<file path="src/rtl/uart_reg_bridge.sv">
// uart_reg_bridge: framed, checksummed UART command engine for SPI register access and debug-RAM dump
module uart_reg_bridge #(
  parameter int SPI_ADDR_WIDTH  = 6,
  parameter int SPI_DATA_WIDTH  = 20,
  parameter int RAM_ADDR_WID    = 7,
  parameter int RAM_DATA_WID    = 12,
  parameter int RX_TIMEOUT_CYC  = 660000,
  parameter int SPI_TIMEOUT_CYC = 4096
) (
  input  logic                      i_clk_sys,
  input  logic                      i_rst,
  input  logic [7:0]                i_rx_data,
  input  logic                      i_rx_done,
  input  logic                      i_tx_idle,
  output logic [7:0]                o_tx_data,
  output logic                      o_tx_valid,
  output logic                      o_spi_start,
  output logic                      o_spi_rw,
  output logic [SPI_ADDR_WIDTH-1:0] o_spi_addr,
  output logic [SPI_DATA_WIDTH-1:0] o_spi_data,
  input  logic                      i_spi_data_valid,
  input  logic [SPI_DATA_WIDTH-1:0] i_spi_data,
  output logic                      o_ram_en,
  output logic [RAM_ADDR_WID-1:0]   o_ram_addr,
  input  logic [RAM_DATA_WID-1:0]   i_ram_data,
  output logic [3:0]                o_status
);
  localparam int AB  = (SPI_ADDR_WIDTH + 7) / 8;
  localparam int DB  = (SPI_DATA_WIDTH + 7) / 8;
  localparam int RB  = (RAM_DATA_WID + 7) / 8;
  localparam int SW  = 8 * ((1 + DB) > RB ? (1 + DB) : RB);
  localparam int TW  = $clog2(RX_TIMEOUT_CYC + 1);
  localparam int STW = $clog2(SPI_TIMEOUT_CYC + 1);
  typedef enum logic [2:0] {IDLE, CMD, ADDR, PAYLD, CSUM, EXEC, REPLY} state_t;
  state_t                 state_q, state_d;
  logic [7:0]             cmd_q, cmd_d, cnt_q, cnt_d, csum_q, csum_d, num_q, num_d, rlen_q, rlen_d;
  logic [8*AB-1:0]        addr_q, addr_d;
  logic [8*DB-1:0]        data_q, data_d;
  logic [TW-1:0]          tmo_q, tmo_d;
  logic [STW-1:0]         scnt_q, scnt_d;
  logic [SW-1:0]          sh_q, sh_d;
  logic [8:0]             words_q, words_d;
  logic [RAM_ADDR_WID-1:0] raddr_q, raddr_d;
  logic                   start_q, start_d, rd_q, rd_d, hold_q, hold_d;
  logic                   ovr_q, ovr_d, cse_q, cse_d, tmf_q, tmf_d;
  logic                   busy, frame, tx_go, ram_go;
  assign busy   = (state_q == EXEC) || (state_q == REPLY);
  assign frame  = (state_q == CMD) || (state_q == ADDR) || (state_q == PAYLD) || (state_q == CSUM);
  // a byte goes out only on idle, and never the cycle right after a strobe
  assign tx_go  = (state_q == REPLY) && (rlen_q != 8'd0) && i_tx_idle && !hold_q;
  assign ram_go = (state_q == REPLY) && (rlen_q == 8'd0) && (words_q != 9'd0) && !rd_q;
  assign o_tx_valid  = tx_go;
  assign o_tx_data   = sh_q[SW-1 -: 8];
  assign o_ram_en    = ram_go;
  assign o_ram_addr  = raddr_q;
  assign o_spi_start = start_q;
  assign o_spi_rw    = (cmd_q == 8'h02);
  assign o_spi_addr  = addr_q[SPI_ADDR_WIDTH-1:0];
  assign o_spi_data  = data_q[SPI_DATA_WIDTH-1:0];
  assign o_status    = {ovr_q, cse_q, tmf_q, busy};
  always_comb begin
    state_d = state_q;
    cmd_d   = cmd_q;
    cnt_d   = cnt_q;
    csum_d  = csum_q;
    num_d   = num_q;
    rlen_d  = rlen_q;
    addr_d  = addr_q;
    data_d  = data_q;
    tmo_d   = frame ? (i_rx_done ? '0 : tmo_q + 1'b1) : '0;
    scnt_d  = scnt_q;
    sh_d    = sh_q;
    words_d = words_q;
    raddr_d = raddr_q;
    start_d = 1'b0;
    rd_d    = rd_q;
    hold_d  = tx_go;
    ovr_d   = ovr_q | (busy & i_rx_done);
    cse_d   = cse_q;
    tmf_d   = tmf_q;
    if (frame && !i_rx_done && tmo_q == TW'(RX_TIMEOUT_CYC)) begin
      state_d = IDLE;
      tmf_d   = 1'b1;
    end else begin
      case (state_q)
        IDLE: state_d = (i_rx_done && i_rx_data == 8'hA5) ? CMD : IDLE;
        CMD: if (i_rx_done) begin
          cmd_d  = i_rx_data;
          csum_d = i_rx_data;
          cnt_d  = 8'd0;
          if (i_rx_data == 8'h01 || i_rx_data == 8'h02 || i_rx_data == 8'h03) state_d = ADDR;
          else begin
            state_d = REPLY;
            sh_d    = SW'({8'hEE, 8'h01}) << (SW - 16);
            rlen_d  = 8'd2;
          end
        end
        ADDR: if (i_rx_done) begin
          addr_d = (addr_q << 8) | (8*AB)'(i_rx_data);
          csum_d = csum_q ^ i_rx_data;
          cnt_d  = cnt_q + 8'd1;
          if (cnt_q == 8'(AB - 1)) begin
            cnt_d   = 8'd0;
            state_d = (cmd_q == 8'h02) ? CSUM : PAYLD;
          end
        end
        PAYLD: if (i_rx_done) begin
          csum_d = csum_q ^ i_rx_data;
          cnt_d  = cnt_q + 8'd1;
          if (cmd_q == 8'h01) data_d = (data_q << 8) | (8*DB)'(i_rx_data);
          else num_d = i_rx_data;
          if (cmd_q != 8'h01 || cnt_q == 8'(DB - 1)) begin
            cnt_d   = 8'd0;
            state_d = CSUM;
          end
        end
        CSUM: if (i_rx_done) begin
          if (i_rx_data == csum_q) begin
            state_d = EXEC;
            start_d = (cmd_q != 8'h03);
            scnt_d  = '0;
          end else begin
            state_d = REPLY;
            sh_d    = SW'({8'hEE, 8'h02}) << (SW - 16);
            rlen_d  = 8'd2;
            cse_d   = 1'b1;
          end
        end
        EXEC: if (cmd_q == 8'h03) begin
          state_d = REPLY;
          sh_d    = SW'(8'h5A) << (SW - 8);
          rlen_d  = 8'd1;
          words_d = (num_q == 8'd0) ? 9'd256 : {1'b0, num_q};
          raddr_d = RAM_ADDR_WID'(addr_q);
          rd_d    = 1'b0;
        end else if (i_spi_data_valid) begin
          state_d = REPLY;
          sh_d    = SW'({8'h5A, (8*DB)'(i_spi_data)}) << (SW - 8*(1 + DB));
          rlen_d  = (cmd_q == 8'h02) ? 8'(1 + DB) : 8'd1;
        end else if (scnt_q == STW'(SPI_TIMEOUT_CYC - 1)) begin
          state_d = REPLY;
          sh_d    = SW'({8'hEE, 8'h03}) << (SW - 16);
          rlen_d  = 8'd2;
          tmf_d   = 1'b1;
        end else scnt_d = scnt_q + 1'b1;
        REPLY: if (tx_go) begin
          sh_d   = sh_q << 8;
          rlen_d = rlen_q - 8'd1;
        end else if (rd_q) begin
          sh_d    = SW'((8*RB)'(i_ram_data)) << (SW - 8*RB);
          rlen_d  = 8'(RB);
          words_d = words_q - 9'd1;
          raddr_d = raddr_q + 1'b1;
          rd_d    = 1'b0;
        end else if (ram_go) rd_d = 1'b1;
        else if (rlen_q == 8'd0) state_d = IDLE;
        default: state_d = IDLE;
      endcase
    end
  end
  always_ff @(posedge i_clk_sys or posedge i_rst) begin
    if (i_rst) begin
      state_q <= IDLE;
      cmd_q   <= '0;
      cnt_q   <= '0;
      csum_q  <= '0;
      num_q   <= '0;
      rlen_q  <= '0;
      addr_q  <= '0;
      data_q  <= '0;
      tmo_q   <= '0;
      scnt_q  <= '0;
      sh_q    <= '0;
      words_q <= '0;
      raddr_q <= '0;
      start_q <= 1'b0;
      rd_q    <= 1'b0;
      hold_q  <= 1'b0;
      ovr_q   <= 1'b0;
      cse_q   <= 1'b0;
      tmf_q   <= 1'b0;
    end else begin
      state_q <= state_d;
      cmd_q   <= cmd_d;
      cnt_q   <= cnt_d;
      csum_q  <= csum_d;
      num_q   <= num_d;
      rlen_q  <= rlen_d;
      addr_q  <= addr_d;
      data_q  <= data_d;
      tmo_q   <= tmo_d;
      scnt_q  <= scnt_d;
      sh_q    <= sh_d;
      words_q <= words_d;
      raddr_q <= raddr_d;
      start_q <= start_d;
      rd_q    <= rd_d;
      hold_q  <= hold_d;
      ovr_q   <= ovr_d;
      cse_q   <= cse_d;
      tmf_q   <= tmf_d;
    end
  end
  logic unused;
  assign unused = ^{addr_q, data_q};
endmodule
</file>
<file path="config.mk">
export PLATFORM = sky130hd
export DESIGN_NAME = uart_reg_bridge
export DESIGN_NICKNAME = d
export VERILOG_FILES = /design/src/rtl/uart_reg_bridge.sv
export SDC_FILE = /design/constraint.sdc
export NUM_CORES = 1
export LEC_CHECK = 0
export ABC_CLOCK_PERIOD_IN_PS = 7700
export CORE_ASPECT_RATIO = 1.2
export CORE_MARGIN = 1.5
export CORE_UTILIZATION = 56
export CTS_CLUSTER_SIZE = 24
export DETAILED_ROUTE_END_ITERATION = 10
export PLACE_DENSITY_LB_ADDON = 0.3
export SYNTH_ARGS = -nofsm -noshare
export SYNTH_HDL_FRONTEND = slang
export SYNTH_SLANG_ARGS = --single-unit
</file>
<file path="constraint.sdc">
create_clock -name i_clk_sys -period 7.7 [get_ports i_clk_sys]
set_input_delay 1.925 -clock i_clk_sys [delete_from_list [all_inputs] [get_ports i_clk_sys]]
set_output_delay 1.925 -clock i_clk_sys [all_outputs]
set_load 0.02 [all_outputs]
</file>
**Word level (Yosys, flattened, before mapping)**

Cells that the tools add are included.

- Register bits: 157
- Latch bits: 0
- Memory bits (writable): 0
- ROM bits: 0
- Bits of input ports: 45
- Output and inout port bits: 49
- Word-level logic and storage cells: 206
- Memories: 0

- Add/sub/neg operators: 6
- Multipliers: 0
- Div/mod/pow operators: 0
- Order comparisons: 0
- Equal/unequal tests: 48
- Shift-type cells: 0
- Multiplexer cells: 80
- Bitwise gates (word level): 7
- Reductions and logical operators: 46

Operators with widths:

| kind | number |
|---|---|
| $mux 32 | 9 |
| $mux 8 | 16 |
| $pmux 32 s4 | 1 |
| $mux 13 | 5 |
| $mux 3 | 17 |
| $eq 8x2->1 const B | 5 |
| $mux 20 | 2 |
| $mux 9 | 4 |
| $pmux 8 s4 | 1 |
| $pmux 13 s2 | 1 |
| $logic_not 8->1 | 3 |
| $ne 2x2->1 const B | 12 |
| $pmux 8 s3 | 1 |
| $reduce_and 4->1 | 6 |
| $mux 7 | 3 |
| $ne 3x2->1 const B | 7 |
| $pmux 3 s7 | 1 |
| $add 20x1->20 const B | 1 |
| $eq 20x20->1 const B | 1 |
| $or 20x8->20 | 1 |
| $pmux 9 s2 | 1 |
| $eq 8x1->1 const B | 2 |
| $pmux 8 s2 | 1 |
| $mux 1 | 14 |
| other kinds (40) | 72 |

**Longest topological paths before layout**

Gate-level depths: netlist (run 1).

- Depth in word-level cells: 9
- Depth in mapped cells: 12
- Depth with buffers taken out: 10

**Worst setup path after synthesis (run 1)**

No wires, ideal clock.

- Kind: input to output
- Start point: input port i_tx_idle
- End point: output port o_tx_valid
- Arrival time: 3038 ps
- Data required time: 5775 ps
- Path slack: 2737 ps
- Stages: 6
- Buffers on the path: 2
- Path through: nand2b_1 -> a21oi_4 -> nand2_2 -> inv_2 -> clkbuf_1 -> clkbuf_1

- Longest elaborated chain between the ends: 2

RTL lines:

| what | RTL line | text |
|---|---|---|
| start, declared | 14 | `input logic i_tx_idle,` |
| $logic_and 1x1->1 (2 in series) | 50 | `assign tx_go = (state_q == REPLY) && (rlen_q != 8'd0) && i_tx_idle && !hold_q;` |
| end, declared | 16 | `output logic o_tx_valid,` |

No other way between the ends.

**Final worst setup path (run 1)**

Ends and elaborated chain as after synthesis.

==> run metrics, run 1 <==
run status=complete, no violations; DP Worst Slack=1.68 ns; PwrDens=364 nW/µm²; GP Congestion=0.877; synthesis-to-layout area growth=18.3%; final hold violations=0; final wirelength=19400 µm; nets=907; commonest non-fill, non-tap cell in the layout=dfrtp_1; Residual DRC=0; Boundary Pins=94; Max IR drop VDD=0.250 mV; first-pass GRT wire length=32400 µm; Crit path required time=5.78 ns; Final Cycle Share=0.787; Tmin final=6.06 ns; Synth area leaders=dfrtp_1 (50%), mux2_2 (5.8%), nor2_1 (3.7%); Max clock buf depth=2; GR Util All Layers=0.274; Die ar.=14900 µm²; commonest non-fill, non-tap cells in the layout=dfrtp_1 (157), clkdlybuf4s50_1 (93), nor2_1 (77); CTS H-tree lvls=4; number of vias per cell=6.22; antenna violations before repair=0; Max Cap Viol=0; net count of the mapped netlist=857; Async SR Flop Fraction=1.00; CTS tree=yes; chip height=133 µm; Hold WC Path Type=reg -> reg; Post-Route Setup TNS=0 ns; Synth Flop Type=dfrtp_1; Root Driver=clkbuf_16; Pleak=4.08 nW; total power=3.41 mW; synthesis warning total=0; final worst setup slack=1.64 ns; Rows=47; GRT overflow=0; PostCTS Resize Cnt=0; max_slew headroom=0.182; hold buffer count at cts=0; core area=13800 µm²; DP HPWL=13100 µm; worst reg2reg startpoint=state_q[1]; Post-DRT Antenna Nets=0; HP Start=rlen_q[7]; max-slew violations=0; crit path launch=i_tx_idle; CP arrival=4.13 ns; filler-free cell count of the finished design=1036; vias in the first global route=6367; Synth Area per Inst=9.87 µm²; Yosys top cell area share=0.496; Iter 0 DRT Violations=652; CP max FO=35; Cells after DPL=1004; CTS sink count=157; Avg WL per Cell=18.8 µm; ANT cells=0; largest net degree at the start of global routing=89; Final setup violation count=0; synthesized area=7920 µm²; clk_lat worst skew=0.43 ns; number of synthesized flops with an enable pin=0; placed instance area=8760 µm²; Tightest Pin Transition=1.23 ns; RSZ-0062 raised after global routing=false; port bufs=93; CP Capture Type=primary output; Fmax=165 MHz; Synth area leader=dfrtp_1; post-synth cell types=71; clock slew at reported path FFs=0.06 ns; fraction of layout cells with a size suffix above 1=0.110; DRT Pass-1 Iters=6; fin area=9370 µm²; Post-CTS Setup Bufs=0; total CTS buffers=17; Die Width=112 µm; Worst Skew=0.00909 ns; #FFs+latches synth=157; CP Launch Type=input pin; initial core utilization=0.573; vias post-DR=6439; Seq/Total Area, Yosys=0.496; CP Class=in -> out; post-synthesis cell count=802
## worst paths after layout
path | endpoint | slack [ns] | cells after the start
min | rlen_q[7] | 0.48 | 1
max reg2reg | sh_q[13] | 3.98 | 10
min reg2reg | rlen_q[7] | 0.48 | 1
max in group asynchronous | tmo_q[15] | 4.27 | 3
max | o_tx_valid | 1.64 | 6
min in group asynchronous | data_q[14] | 2.03 | 2
## worst max-delay path: stages
cell and delay [ns]:
clkdlybuf4s50_1 0.47, nand2b_1 0.10, a21oi_4 0.17, nand2_2 0.22, inv_2 0.52, clkdlybuf4s50_1 0.72
## where the power goes
group / internal (mW) / switching, mW / leakage (nW)
logic: 0.521 / 0.694 / 1.77
registers: 1.08 / 0.259 / 2.02
clock network: 0.519 / 0.341 / 0.293
## synthesized netlist by cell type (3+ instances only)
cell	n
xnor2_1	7
and3_1	18
o31ai_1	3
a22oi_1	3
o2111ai_1	4
buf_4	20
buf_2	11
ha_1	10
o22ai_1	3
xor2_1	26
nor2b_1	7
or4_1	4
and2_1	3
nand3_1	28
nand2b_1	9
nor4b_1	5
or3_1	3
a311oi_1	7
a31oi_1	8
mux2_2	41
o21ai_1	20
nand4_1	8
mux2_1	3
a22o_1	10
nand2_1	67
nor2_1	77
o211ai_1	3
clkbuf_1	33
nor4_1	6
nor3_1	18
a222oi_1	8
a211oi_1	6
mux2i_1	3
and4_1	4
a21oi_1	40
dfrtp_1	157
o32ai_1	3
o21ai_0	48
inv_1	26
## kinds of logic after synthesis
family,after synthesis,share of synthesized area
AO/OA/AOI/OAI,185,0.152
XOR/XNOR,33,0.0365
adder cells (fa/ha/maj),10,0.0158
buffers and inverters,94,0.0567
flip-flops,157,0.496
multiplexers,47,0.0664
AND/OR/NAND/NOR,276,0.176
## per-stage QoR
stage,hold WS [ns],utilization
after floorplan,0.429,-
after CTS,0.479,0.678
after detailed placement,0.472,0.634
after global routing,0.510,0.678
after global placement,0.460,0.634
final,0.477,0.678
## flip-flops by register name, indices dropped and copies added, names as in the netlist, 3 cells and up
signal      flops
sh_q           32
data_q         20
tmo_q          20
scnt_q         13
words_q         9
cmd_q           8
cnt_q           8
csum_q          8
num_q           8
rlen_q          8
addr_q          7
o_ram_addr      7
state_q         3
## layer usage
layer,track usage,share of wire,vias up
met1,0.344,0.41,3189
met4,0.105,0.023,0
met3,0.0660,0.060,41
met2,0.459,0.51,257
met5,0,0,-
li1,-,-,2952
## cell type report
type                       instances  area, µm²
clock buffer                      19        443
clock inverter                    13        168
fill                            1050       4450
inverter                          28        110
multi-input combinational        551       3540
sequential                       157       3930
tap                              171        214
timing repair buffer              97        961
Note: power is estimated with default switching activity, not from simulation.
==> inputs of run 2 (changes only) <==
--- a/config.mk
+++ b/config.mk
@@ -5,7 +5,7 @@
 export SDC_FILE = /design/constraint.sdc
 export NUM_CORES = 1
 export LEC_CHECK = 0
-export ABC_CLOCK_PERIOD_IN_PS = 7700
+export ABC_CLOCK_PERIOD_IN_PS = 6220
 export CORE_ASPECT_RATIO = 1.2
 export CORE_MARGIN = 1.5
 export CORE_UTILIZATION = 56
==> constraint.sdc (replaced) <==
create_clock -name i_clk_sys -period 6.22 [get_ports i_clk_sys]
set_input_delay 1.555 -clock i_clk_sys [delete_from_list [all_inputs] [get_ports i_clk_sys]]
set_output_delay 1.555 -clock i_clk_sys [all_outputs]
set_load 0.02 [all_outputs]
==> run 2 against run 1 <==
Against the previous run:
- count of clock-buffer cells in the layout shrank 1
- highest routed layer unchanged
- largest cell class unchanged
- critical path type unchanged
- non-clock buffer count grew 2
- sequential power grew 24%
- utilization is essentially flat
- global-route usage shrank 0.83 points
- first-iteration DRC count shrank 9.8%
==> run metrics, run 2 (same netlist as run 1, synthesis figures left out) <==
synthesis-to-layout area growth=18.3% (about the same); hold buffer count at cts=0 (unchanged); net load switching power=1.60 mW (+24%); GP Congestion=0.859 (-2.1%); commonest non-fill, non-tap cell in the layout=dfrtp_1; vias post-DR=6389 (-0.78%); Avg WL per Cell=18.5 µm (-1.4%); Die Width=112 µm (unchanged); max reg flops=32 (unchanged); register with the most flip-flops=sh_q; top flop regs=sh_q: 32 flops, data_q: 20 flops, tmo_q: 20 flops; Switching Share=0.380 (+0.000770); final wirelength=19200 µm (-1.3%); CP cell instances=clkdlybuf4s50_1 > nand2b_1 > a21oi_4 > nand2_2 > inv_2 > clkdlybuf4s50_1; max_slew headroom=0.161 (-0.0212); Post-CTS Setup Bufs=0 (unchanged); GR Util All Layers=0.265 (-0.00831); Residual DRC=0 (unchanged); CTS H-tree lvls=4 (unchanged); CTS sink count=157 (unchanged); Final Cycle Share=0.773; run status=complete, no violations; fraction of layout cells with a size suffix above 1=0.111 (+0.00103); clock slew at reported path FFs=0.06 ns (about the same); Seq pwr share=0.395 (+0.003); antenna violations before repair=0 (unchanged); Boundary Pins=94 (unchanged); PwrDens=450 nW/µm² (+23%); crit path launch=i_tx_idle; worst reg2reg startpoint=state_q[1]; Internal=2.61 mW (+23%); clk_lat worst skew=0.43 ns (about the same); first-pass GRT wire length=31500 µm (-2.7%); CTS tree=yes; chip height=133 µm (unchanged); final hold violations=0 (unchanged); DP HPWL=13100 µm (+0.49%); Fmax=208 MHz; total CTS buffers=17 (unchanged); Die ar.=14900 µm² (unchanged); PostCTS Resize Cnt=0 (unchanged); clock power share=0.250 (-0.002); number of vias per cell=6.16 (-0.87%); CP Launch Type=input pin; Tmin final=4.81 ns; Rows=47 (unchanged); Post-DRT Antenna Nets=0 (unchanged); Hold WC Path Type=reg -> reg; Crit-path slowest cell=clkdlybuf4s50_1; Worst Skew=0.00766 ns (-0.00143 ns); Logic pwr share=0.355 (about the same); Max IR drop VDD=0.285 mV (+14%); nets=909 (+0.22%); Pleak=4.07 nW (-0.19%); Tightest Pin Transition=1.26 ns (+0.0318 ns); most frequent CP cell=clkdlybuf4s50_1; vias in the first global route=6428 (+0.96%); CP Capture Type=primary output; core area=13800 µm² (unchanged); port bufs=93 (unchanged); CP max FO=18 (-49%); footprint of the multi-input gates=3540 µm² (unchanged); max-slew violations=0 (unchanged); largest net degree at the start of global routing=67 (-25%); CP Class=in -> out; Crit path required time=4.66 ns (-1.12 ns); ANT cells=0 (unchanged); Post-Route Setup TNS=0 ns (unchanged); Root Driver=clkbuf_16; DRT Pass-1 Iters=6 (unchanged); peak per-stage delay on the critical path=0.61 ns (-0.11 ns); Reg area=3930 µm² (unchanged); RSZ-0062 raised after global routing=false; CP arrival=3.26 ns (-0.87 ns); Iter 0 DRT Violations=588 (-9.8%); Max clock buf depth=2 (unchanged); HP Start=rlen_q[7]; WHS=0.475 ns (-0.00149 ns); FILL cells=1015 (-3.3%); GRT overflow=0 (unchanged); Final setup violation count=0 (unchanged); commonest non-fill, non-tap cells in the layout=dfrtp_1 (157), clkdlybuf4s50_1 (93), nor2_1 (77); Max Cap Viol=0 (unchanged); initial core utilization=0.573 (unchanged)
run 2: cell count changes in the layout (fill, tap and decap cells not counted):
cell	previous run	this run
clkinv_2	2	1
clkbuf_8	1	0
buf_4	4	6
clkinv_4	6	2
clkinvlp_4	2	5
inv_6	1	3
run 2: per-stage QoR:
step            util  instances  worst slack [ns]  power, mW  instance area (µm²)
6_report       0.678       1037              1.41       4.21                 9370
5_1_grt        0.678       1037              1.35       4.46                 9370
4_1_cts        0.678       1037              1.40       4.22                 9370
3_5_place_dp   0.635       1006              1.29       3.15                 8770
3_3_place_gp   0.635       1006              1.44       3.08                 8770
2_1_floorplan      -        802             0.430       2.73                 7920
run 2: critical path, delay by kind of cell:
| family | cells | cell delay, ns |
|---|---|---|
| AND/OR/NAND/NOR | 2 | 0.33 |
| AO/OA/AOI/OAI | 1 | 0.15 |
| buffers and inverters | 3 | 1.21 |
run 2: final cells by class:
class | count | area share
clock inverters | 13 | 0.0179
flip-flops and latches | 157 | 0.419
inverters | 28 | 0.0118
clock buffers | 18 | 0.0458
multi-input cells | 551 | 0.378
well taps | 171 | 0.0228
repair buffers | 99 | 0.104
run 2: power by group through the flow:
stage	Combinational [mW]	Sequential, mW	Clock, mW
final	1.50	1.66	1.05
after global placement	1.42	1.65	0
after floorplan	1.15	1.58	0
after detailed placement	1.48	1.67	0
after CTS	1.50	1.66	1.07
after global routing	1.65	1.70	1.11
run 2: path summary, 6_finish.rpt:
path / slack (ns) / to / cells past startpoint
min in group asynchronous: 1.49 / tmo_q[8] / 2
max in group asynchronous: 3.53 / num_q[5] / 3
worst max register to register: 2.17 / sh_q[9] / 10
worst max-delay path: 1.41 / o_tx_valid / 6
worst min register to register: 0.48 / rlen_q[7] / 1
worst min-delay path: 0.48 / rlen_q[7] / 1
run 2: routing by layer:
metal / vias up / GRT usage / part of all wire
li1: 2957 / - / -
met2: 237 / 0.453 / 0.50
met1: 3157 / 0.333 / 0.42
met3: 38 / 0.0491 / 0.052
met5: - / 0 / 0
met4: 0 / 0.112 / 0.024
==> inputs of run 3 (changes only) <==
--- a/config.mk
+++ b/config.mk
@@ -5,7 +5,7 @@
 export SDC_FILE = /design/constraint.sdc
 export NUM_CORES = 1
 export LEC_CHECK = 0
-export ABC_CLOCK_PERIOD_IN_PS = 6220
+export ABC_CLOCK_PERIOD_IN_PS = 4600
 export CORE_ASPECT_RATIO = 1.2
 export CORE_MARGIN = 1.5
 export CORE_UTILIZATION = 56
==> constraint.sdc (replaced) <==
create_clock -name i_clk_sys -period 4.6 [get_ports i_clk_sys]
set_input_delay 1.15 -clock i_clk_sys [delete_from_list [all_inputs] [get_ports i_clk_sys]]
set_output_delay 1.15 -clock i_clk_sys [all_outputs]
set_load 0.02 [all_outputs]
==> run 3 against run 2 <==
Against the previous run:
- sequential share of layout area shrank 0.61 points
- critical endpoint unchanged
- clock skew up 0.0027 ns
- largest power group unchanged
- highest routed layer unchanged
- global-route usage up 0.33 points
- largest cell class unchanged
- die area did not move
==> run metrics, run 3 (same netlist as run 1, synthesis figures left out) <==
CP Class=in -> out; Avg WL per Cell=18.5 µm (-0.13%); Final Util=0.688 (+0.00996); Rows=47 (unchanged); GR Util All Layers=0.269 (+0.00333); Max Cap Viol=0 (unchanged); FILL cells=1038 (+2.3%); run status=complete, no violations; GP Congestion=0.893 (+4.0%); Die Width=112 µm (unchanged); port bufs=93 (unchanged); largest net degree at the start of global routing=48 (-28%); CTS H-tree lvls=4 (unchanged); Final Cycle Share=0.883; Tmin final=4.06 ns; Post-CTS Setup Bufs=0 (unchanged); vias in the first global route=6446 (+0.28%); ANT cells=0 (unchanged); RSZ-0062 raised after global routing=false; initial core utilization=0.573 (unchanged); max reg flops=32 (unchanged); Crit path required time=3.45 ns (-1.21 ns); WHS=0.477 ns (+0.00132 ns); DP HPWL=13400 µm (+2.1%); Pleak=4.16 nW (+2.1%); Post-Route Setup TNS=0 ns (unchanged); Die ar.=14900 µm² (unchanged); DRT Pass-1 Iters=6 (unchanged); fraction of layout cells with a size suffix above 1=0.125 (+0.0143); total CTS buffers=17 (unchanged); clk_lat worst skew=0.43 ns (about the same); nets=921 (+1.3%); PwrDens=610 nW/µm² (+36%); CTS tree=yes; Final setup violation count=0 (unchanged); Cells after DPL=1017 (+1.1%); flop-to-flop setup slack=1.32 ns (-0.85 ns); vias post-DR=6462 (+1.1%); filler-free cell count of the finished design=1050 (+1.3%); Hold WC Path Type=reg -> reg; hold buffer count at cts=0 (unchanged); Fmax=246 MHz; number of vias per cell=6.15 (-0.11%); Root Driver=clkbuf_16; antenna violations before repair=0 (unchanged); CTS sink count=157 (unchanged); clock slew at reported path FFs=0.06 ns (about the same); Boundary Pins=94 (unchanged); final hold violations=0 (unchanged); CP arrival=2.91 ns (-0.35 ns); GRT overflow=0 (unchanged); Worst Skew=0.0104 ns (+0.00273 ns); Iter 0 DRT Violations=613 (+4.3%); core area=13800 µm² (unchanged); Tightest Pin Transition=0.905 ns (-0.353 ns); top flop regs=sh_q: 32 flops, data_q: 20 flops, tmo_q: 20 flops; final wirelength=19400 µm (+1.1%); chip height=133 µm (unchanged); Post-DRT Antenna Nets=0 (unchanged); PostCTS Resize Cnt=0 (unchanged); commonest non-fill, non-tap cells in the layout=dfrtp_1 (157), clkdlybuf4s50_1 (93), nor2_1 (77); Reg area=3930 µm² (unchanged); first-pass GRT wire length=32000 µm (+1.7%); max_slew headroom=0.395 (+0.234); commonest non-fill, non-tap cell in the layout=dfrtp_1; max-slew violations=0 (unchanged); footprint of the multi-input gates=3540 µm² (unchanged); CP max FO=18 (unchanged); synthesis-to-layout area growth=20.1%; register with the most flip-flops=sh_q; Max clock buf depth=2 (unchanged); Residual DRC=0 (unchanged); Max IR drop VDD=0.395 mV (+39%); CP Launch Type=input pin; CP Capture Type=primary output
## run 3: critical path, cell delays in order
cell and delay [ns]:
clkdlybuf4s50_1 0.46, nand2b_1 0.09, a21oi_4 0.15, nand2_2 0.24, inv_2 0.19, clkdlybuf4s50_1 0.62
## run 3: layout make-up
type | instances | area share
flip-flops and latches | 157 | 0.413
inverters | 28 | 0.0115
well taps | 171 | 0.0225
multi-input cells | 551 | 0.373
clock buffers | 18 | 0.0462
repair buffers | 111 | 0.115
clock inverters | 14 | 0.0191
## run 3: per-layer routing
layer,track usage,vias to the layer above,part of all wire
li1,-,2982,-
met1,0.326,3217,0.40
met2,0.475,244,0.52
met3,0.0678,19,0.066
met4,0.0781,0,0.013
met5,0,-,0
## run 3: worst paths after layout
check	startpoint	endpoint	depth (start not counted)
setup / recovery	i_tx_idle	o_tx_valid	6
hold / removal	ovr_q	ovr_q	1
setup reg to reg	state_q[1]	rlen_q[6]	9
hold reg to reg	ovr_q	ovr_q	1
max in group asynchronous	i_rst	sh_q[20]	3
min in group asynchronous	i_rst	cnt_q[4]	2
## run 3: metrics by stage
step	setup WS, ns	total power [mW]	cell area (µm²)
global placement	0.615	4.19	8880
global route	0.491	6.13	9510
finish	0.540	5.80	9510
detailed placement	0.501	4.30	8880
floorplan	1.19	3.69	7920
CTS	0.559	5.79	9500
## run 3: report_power, final
part	total (mW)	switching [mW]	internal, mW
combinational	2.08	1.17	0.908
sequential	2.25	0.446	1.80
clock	1.47	0.593	0.879
total	5.80	2.21	3.59
